--- config.mk ---
export PLATFORM = sky130hd
export DESIGN_NAME = value_delay_line
export DESIGN_NICKNAME = d
export VERILOG_FILES = /design/src/rtl/value_delay_pkg.sv /design/src/rtl/delay_stage.sv /design/src/rtl/value_delay_line.sv
export SDC_FILE = /design/constraint.sdc
export NUM_CORES = 1
export LEC_CHECK = 0
export ABC_AREA = 1
export CAP_MARGIN = 20
export CORE_ASPECT_RATIO = 0.8
export CORE_MARGIN = 2
export CORE_UTILIZATION = 45
export CTS_CLUSTER_SIZE = 12
export DETAILED_ROUTE_END_ITERATION = 7
export SYNTH_ARGS = -nofsm -noshare
export SYNTH_HDL_FRONTEND = slang
export SYNTH_SLANG_ARGS = --single-unit
--- constraint.sdc ---
create_clock -name clk -period 6.9 [get_ports clk]
set_input_delay 1.035 -clock clk [delete_from_list [all_inputs] [get_ports clk]]
set_output_delay 1.035 -clock clk [all_outputs]
set_load 0.1 [all_outputs]
--- src/rtl/value_delay_pkg.sv ---
`default_nettype none
// ==== value_delay_pkg | FSM state type and latency clamp shared by value_delay_line | rev 1.0 ====
package value_delay_pkg;

    typedef enum logic [0:0] {
        IDLE = 1'b0,
        RUN  = 1'b1
    } vdl_state_t;

    // Requested latency folded into the legal range 1..depth.
    function automatic logic [31:0] clamp_delay(input logic [31:0] sel, input logic [31:0] depth);
        logic [31:0] r;
        if (sel == 32'd0) begin
            r = 32'd1;
        end else if (sel > depth) begin
            r = depth;
        end else begin
            r = sel;
        end
        return r;
    endfunction

endpackage
`default_nettype wire

--- src/rtl/delay_stage.sv ---
`default_nettype none
// ==== delay_stage | one valid+data pipeline register of value_delay_line | rev 1.0 ====
module delay_stage
    import value_delay_pkg::*;
#(
    parameter int WIDTH = 4
) (
    input  logic             clk,
    input  logic             reset,
    input  logic             valid_i,
    input  logic [WIDTH-1:0] data_i,
    output logic             valid_o,
    output logic [WIDTH-1:0] data_o
);

    logic             valid_q;
    logic [WIDTH-1:0] data_q;

    always_ff @(posedge clk or posedge reset) begin
        if (reset) begin
            valid_q <= 1'b0;
            data_q  <= '0;
        end else begin
            valid_q <= valid_i;
            data_q  <= data_i;
        end
    end

    assign valid_o = valid_q;
    assign data_o  = data_q;

endmodule
`default_nettype wire

--- src/rtl/value_delay_line.sv ---
`default_nettype none
// ==== value_delay_line | programmable-latency valid/data delay line, latency 1..DEPTH | rev 1.0 ====
// Optional occupancy output enabled by defining VALUE_DELAY_LINE_OCC_EN.
module value_delay_line
    import value_delay_pkg::*;
#(
    parameter int               WIDTH     = 4,
    parameter int               DEPTH     = 16,
    parameter logic [WIDTH-1:0] RESET_VAL = '0
) (
    input  logic                   clk,
    input  logic                   reset,
    input  logic                   in_valid,
    input  logic [WIDTH-1:0]       in_data,
    input  logic [$clog2(DEPTH):0] delay_sel,
    input  logic                   flush,
    output logic                   out_valid,
    output logic [WIDTH-1:0]       out_data,
    output logic                   busy,
    output logic [$clog2(DEPTH):0] cur_delay
`ifdef VALUE_DELAY_LINE_OCC_EN
    ,
    output logic [$clog2(DEPTH):0] occ
`endif
);

    localparam int c_SEL_W = $clog2(DEPTH) + 1;

    vdl_state_t          state_q, state_d;
    logic [c_SEL_W-1:0]  cur_delay_q, cur_delay_d;
    logic [WIDTH-1:0]    out_hold_q, out_hold_d;

    logic [DEPTH-1:0]    stage_valid_d, stage_valid_q;
    logic [WIDTH-1:0]    stage_data_d [DEPTH];
    logic [WIDTH-1:0]    stage_data_q [DEPTH];

    logic [DEPTH-1:0]    w_window;
    logic [DEPTH-1:0]    w_inner;
    logic                w_tap_valid;
    logic [WIDTH-1:0]    w_tap_data;

    // w_window: stages in front of or at the tap; w_inner: stages that stay inside after one shift.
    always_comb begin
        for (int k = 0; k < DEPTH; k++) begin
            w_window[k] = (c_SEL_W'(k) < cur_delay_q);
            w_inner[k]  = (c_SEL_W'(k + 1) < cur_delay_q);
        end
    end

    // Samples are dropped once they pass the tap so a later, longer latency never sees stale ones.
    always_comb begin
        stage_valid_d[0] = in_valid & w_window[0] & ~flush;
        stage_data_d[0]  = in_data;
        for (int k = 1; k < DEPTH; k++) begin
            stage_valid_d[k] = stage_valid_q[k-1] & w_window[k] & ~flush;
            stage_data_d[k]  = stage_data_q[k-1];
        end
    end

    for (genvar k = 0; k < DEPTH; k++) begin : g_stage
        delay_stage #(
            .WIDTH (WIDTH)
        ) u_stage (
            .clk     (clk),
            .reset   (reset),
            .valid_i (stage_valid_d[k]),
            .data_i  (stage_data_d[k]),
            .valid_o (stage_valid_q[k]),
            .data_o  (stage_data_q[k])
        );
    end

    always_comb begin
        w_tap_valid = 1'b0;
        w_tap_data  = '0;
        for (int k = 0; k < DEPTH; k++) begin
            if (cur_delay_q == c_SEL_W'(k + 1)) begin
                w_tap_valid = stage_valid_q[k];
                w_tap_data  = stage_data_q[k];
            end
        end
    end

    always_comb begin
        state_d     = state_q;
        cur_delay_d = cur_delay_q;
        out_hold_d  = w_tap_valid ? w_tap_data : out_hold_q;

        if ((state_q == IDLE) && !in_valid) begin
            cur_delay_d = c_SEL_W'(clamp_delay(32'(delay_sel), 32'(DEPTH)));
        end

        case (state_q)
            IDLE: begin
                if (in_valid && !flush) begin
                    state_d = RUN;
                end
            end
            RUN: begin
                if (flush) begin
                    state_d = IDLE;
                end else if (!in_valid && !(|(stage_valid_q & w_inner))) begin
                    state_d = IDLE;
                end
            end
            default: state_d = IDLE;
        endcase
    end

    always_ff @(posedge clk or posedge reset) begin
        if (reset) begin
            state_q     <= IDLE;
            cur_delay_q <= c_SEL_W'(1);
            out_hold_q  <= RESET_VAL;
        end else begin
            state_q     <= state_d;
            cur_delay_q <= cur_delay_d;
            out_hold_q  <= out_hold_d;
        end
    end

    assign out_valid = w_tap_valid;
    assign out_data  = w_tap_valid ? w_tap_data : out_hold_q;
    assign busy      = (state_q == RUN);
    assign cur_delay = cur_delay_q;

`ifdef VALUE_DELAY_LINE_OCC_EN
    logic [c_SEL_W-1:0] occ_q, occ_d;

    always_comb begin
        occ_d = occ_q;
        if (flush) begin
            occ_d = '0;
        end else begin
            occ_d = occ_q + c_SEL_W'(in_valid) - c_SEL_W'(w_tap_valid);
        end
    end

    always_ff @(posedge clk or posedge reset) begin
        if (reset) begin
            occ_q <= '0;
        end else begin
            occ_q <= occ_d;
        end
    end

    assign occ = occ_q;
`else
    // No occupancy counter in this build; busy is the only in-flight indication.
`endif

endmodule
`default_nettype wire

==> impl_metrics.yaml <==
yosys:
  ys_ff_latch: 90
  synth_top_area_share: 0.6211
  yosysUniqueCellTypes: 34
  yosysWarnings: 0
  synth_top_area_cell: "dfrtp_1"
  synthCells: 369
  synth_edf_count: 0
  synth_area_leaders: "dfrtp_1 (62%), nand2_1 (9.0%), nand3_1 (4.7%), nor2_1 (4.1%), inv_1 (3.0%)"
  ys.flop_type: "dfrtp_1"
  async_reset_ff_frac: 1.000
  seq_area_frac_synth: 0.6284
  syn_nets: 382
  netlist_area_sq_um: 3586
  syn_avg_cell_area_sq_um: 9.718
  post-synth-top-count-cell: "dfrtp_1"
  netlist_top_cells_count: "dfrtp_1 (89), nand2_1 (86), nor2_1 (39)"
routing:
  drt_pass1_iterations: 4
  routed_wl_microns: 7486
  ant_nets: 0
  wl_per_cell_microns: 14.62
  vias_per_cell: 4.900
  vias: 2509
  drc: 0
  drt_iter0_drc: 191
clock_network:
  cts_tree: "built"
  cts_max_level: 3
  cts_buffer_depth: 2
  root_buffer: "clkbuf_8"
  postCtsSetupRepairBufs: 0
  cts_num_sinks: 90
  hold_buffers: 0
  cts_resized: 0
  clk_pin_slew_ps: 90
  cts_made_buffers: 9
  clk_latency_ps: 360
final_layout:
  nets: 412
  n_antenna_cell: 0
  utilization: 0.5254
  area_delta_synth_final_pct: 14.83
  drive_gt1_frac: 0.1287
  nFillCells: 754
critical_path:
  cp_max_fo: 15
  worst_path_largest_cell_delay_ps: 1130
  r2r_slack_ps: 4440
  cp.arrival_ps: 3770
  cp.depth: 15
  end_kind: "output port"
  critPathBufInv: 3
  slowest_stage: "clkdlybuf4s50_1"
  startpoint_type: "flip-flop"
  crit_required_ps: 5860
  rr_worst_depth: 13
  reg2reg_to: "out_hold_q[0]$_DFF_PP0_"
  crit_type: "reg -> out"
  crit_end: "out_data[1]"
  crit_chain: "inv_2 -> nand2_1 -> nor2_4 -> nand3_1 -> clkinv_1 -> nor2_1 -> nand2_1 -> nand2_1 -> nand2_1 -> nand3_2 -> nand2_4 -> nand2_4 -> nand2_1 -> nand2_1 -> clkdlybuf4s50_1"
  cp-startpoint: "cur_delay[0]$_DFFE_PP1P_"
  r2r-start: "cur_delay[0]$_DFFE_PP1P_"
  crit_top_cell: "nand2_1"
  critPathTopFamily: "buffers and inverters"
sta:
  clock.fmax_mhz: 208.3
  finalSetupTns_ps: 0
  drv_slew: 0
  rsz0062_at_grt: "false"
  slew_headroom: 0.3419
  fin_skew_ps: 12.20
  fin_crit_sh: 0.6958
  tightest_slew_ps: 984.1
  setup_violations: 0
  period_needed_ps: 4801
  finalHoldViolCount: 0
grt:
  antenna_found_initial: 0
  grt_pass1_wl_microns: 12770
  grt_pass1_vias: 2496
  grt_max_degree: 69
  gr-total-overflow: 0
  grtUsageTotal: 0.1925
floorplan:
  die_w_microns: 103.8
  rows: 29
  coreArea_sq_um: 7838
  dieArea_sq_um: 8704
  ios: 24
  die_h_microns: 83.85
  start_util: 0.4575
pwr:
  sw_frac_of_total: 0.3479
  leakage_nw: 1.887
  p_seq_frac: 0.496
  power_density_nw_per_um2: 288.4
  ir_drop_v: 0.0001890
  combPwrFrac: 0.217
  p_sw_mw: 0.4131
  p_int_mw: 0.7743
  clkPwrFrac: 0.287
placement:
  dp_hpwl_microns: 5348
  numPortBuffers: 23
  place_congestion: 0.7960
run_status:
  status: "complete, no violations"
flow_run:
  max_cap_viol_count: 0
hold_path:
  hp-class: "reg -> reg"
==> metrics by stage <==
| stage | worst slack (ps) | area, sq um | std cells | hold slack (ps) | power, mW |
|---|---|---|---|---|---|
| 6_report | 2099 | 4118 | 512 | 370.5 | 1.187 |
| 5_1_grt | 1845 | 4118 | 512 | 375.5 | 1.242 |
| 3_5_place_dp | 2474 | 3929 | 496 | 359.1 | 0.8575 |
| 3_3_place_gp | 2534 | 3929 | 496 | 351.5 | 0.8570 |
| 2_1_floorplan | 2785 | 3586 | 369 | 346.8 | 0.7912 |
| 4_1_cts | 2053 | 4118 | 512 | 369.5 | 1.201 |
==> logic make-up after synthesis <==
kind of cell / count (synthesis) / synth area share
AND/OR/NAND/NOR: 206 / 0.2784
flip-flops: 90 / 0.6284
AO/OA/AOI/OAI: 26 / 0.04048
buffers and inverters: 47 / 0.05268
==> layout by cell type (no fill, tap or decap), types with 2 or more instances in the layout <==
cell type,n
dfrtp_1,89
nand2_1,86
nor2_1,39
nand3_1,34
inv_1,28
clkdlybuf4s50_1,23
nand4_1,12
inv_2,11
clkbuf_8,11
a21oi_1,10
or2_0,7
nor2_4,6
o21ai_0,6
nor2_2,5
o22ai_1,5
nand2_2,3
or2_2,3
nor3_1,3
clkinv_1,2
nand2_4,2
o21ai_1,2
clkinv_4,2
==> sequential cells by signal, summed over array words and instances (netlist names) <==
| name | cells |
|---|---|
| g_stage.u_stage.data_o | 64 |
| g_stage.u_stage.valid_o | 16 |
| cur_delay | 5 |
| out_hold_q | 4 |
| busy | 1 |
==> how the worst min path moves through the flow <==
stage	cells past startpoint	endpoint	from	slack, ps
5_1_grt	0	g_stage[5].u_stage.data_o[1]$_DFF_PP0_	g_stage[4].u_stage.data_o[1]$_DFF_PP0_	380
6_report	0	g_stage[5].u_stage.data_o[1]$_DFF_PP0_	g_stage[4].u_stage.data_o[1]$_DFF_PP0_	370
2_1_floorplan	0	g_stage[14].u_stage.data_o[1]$_DFF_PP0_	g_stage[13].u_stage.data_o[1]$_DFF_PP0_	350
3_3_place_gp	0	g_stage[6].u_stage.data_o[1]$_DFF_PP0_	g_stage[5].u_stage.data_o[1]$_DFF_PP0_	350
3_5_place_dp	0	g_stage[4].u_stage.data_o[0]$_DFF_PP0_	g_stage[3].u_stage.data_o[0]$_DFF_PP0_	360
4_1_cts	0	g_stage[5].u_stage.data_o[1]$_DFF_PP0_	g_stage[4].u_stage.data_o[1]$_DFF_PP0_	370
==> layout make-up <==
| class | instances | area [sq um] | share of cell area |
|---|---|---|---|
| sequential | 90 | 2253 | 0.5472 |
| multi-input combinational | 232 | 1144 | 0.2777 |
| timing repair buffer | 24 | 237.7 | 0.05773 |
| inverter | 42 | 158.9 | 0.03859 |
| clock buffer | 12 | 155.1 | 0.03768 |
| tap | 108 | 135.1 | 0.03282 |
| clock inverter | 4 | 33.78 | 0.008204 |
==> per-layer routing <==
metal  wire length [microns]  vias up  GRT usage
li1                        -     1245          -
met2                    3176       53     0.2709
met3                     400        6    0.05777
met4                      72        0    0.05897
met1                    3838     1205     0.2875
met5                       0        -          0
==> power by group through the flow <==
stage               clock, mW  combinational (mW)  sequential [mW]
floorplan                   0               0.173            0.618
global placement            0               0.258            0.599
detailed placement          0               0.258            0.599
CTS                     0.353               0.259            0.589
global route            0.374               0.275            0.594
finish                  0.341               0.257            0.589
==> worst register-to-register path, delay by kind of cell, from the launching register on <==
family / cells / cell delay (ps)
AO/OA/AOI/OAI: 2 / 290
buffers and inverters: 1 / 200
flip-flops: 1 / 760
AND/OR/NAND/NOR: 10 / 1110
Power figures use the tool's default switching activity.
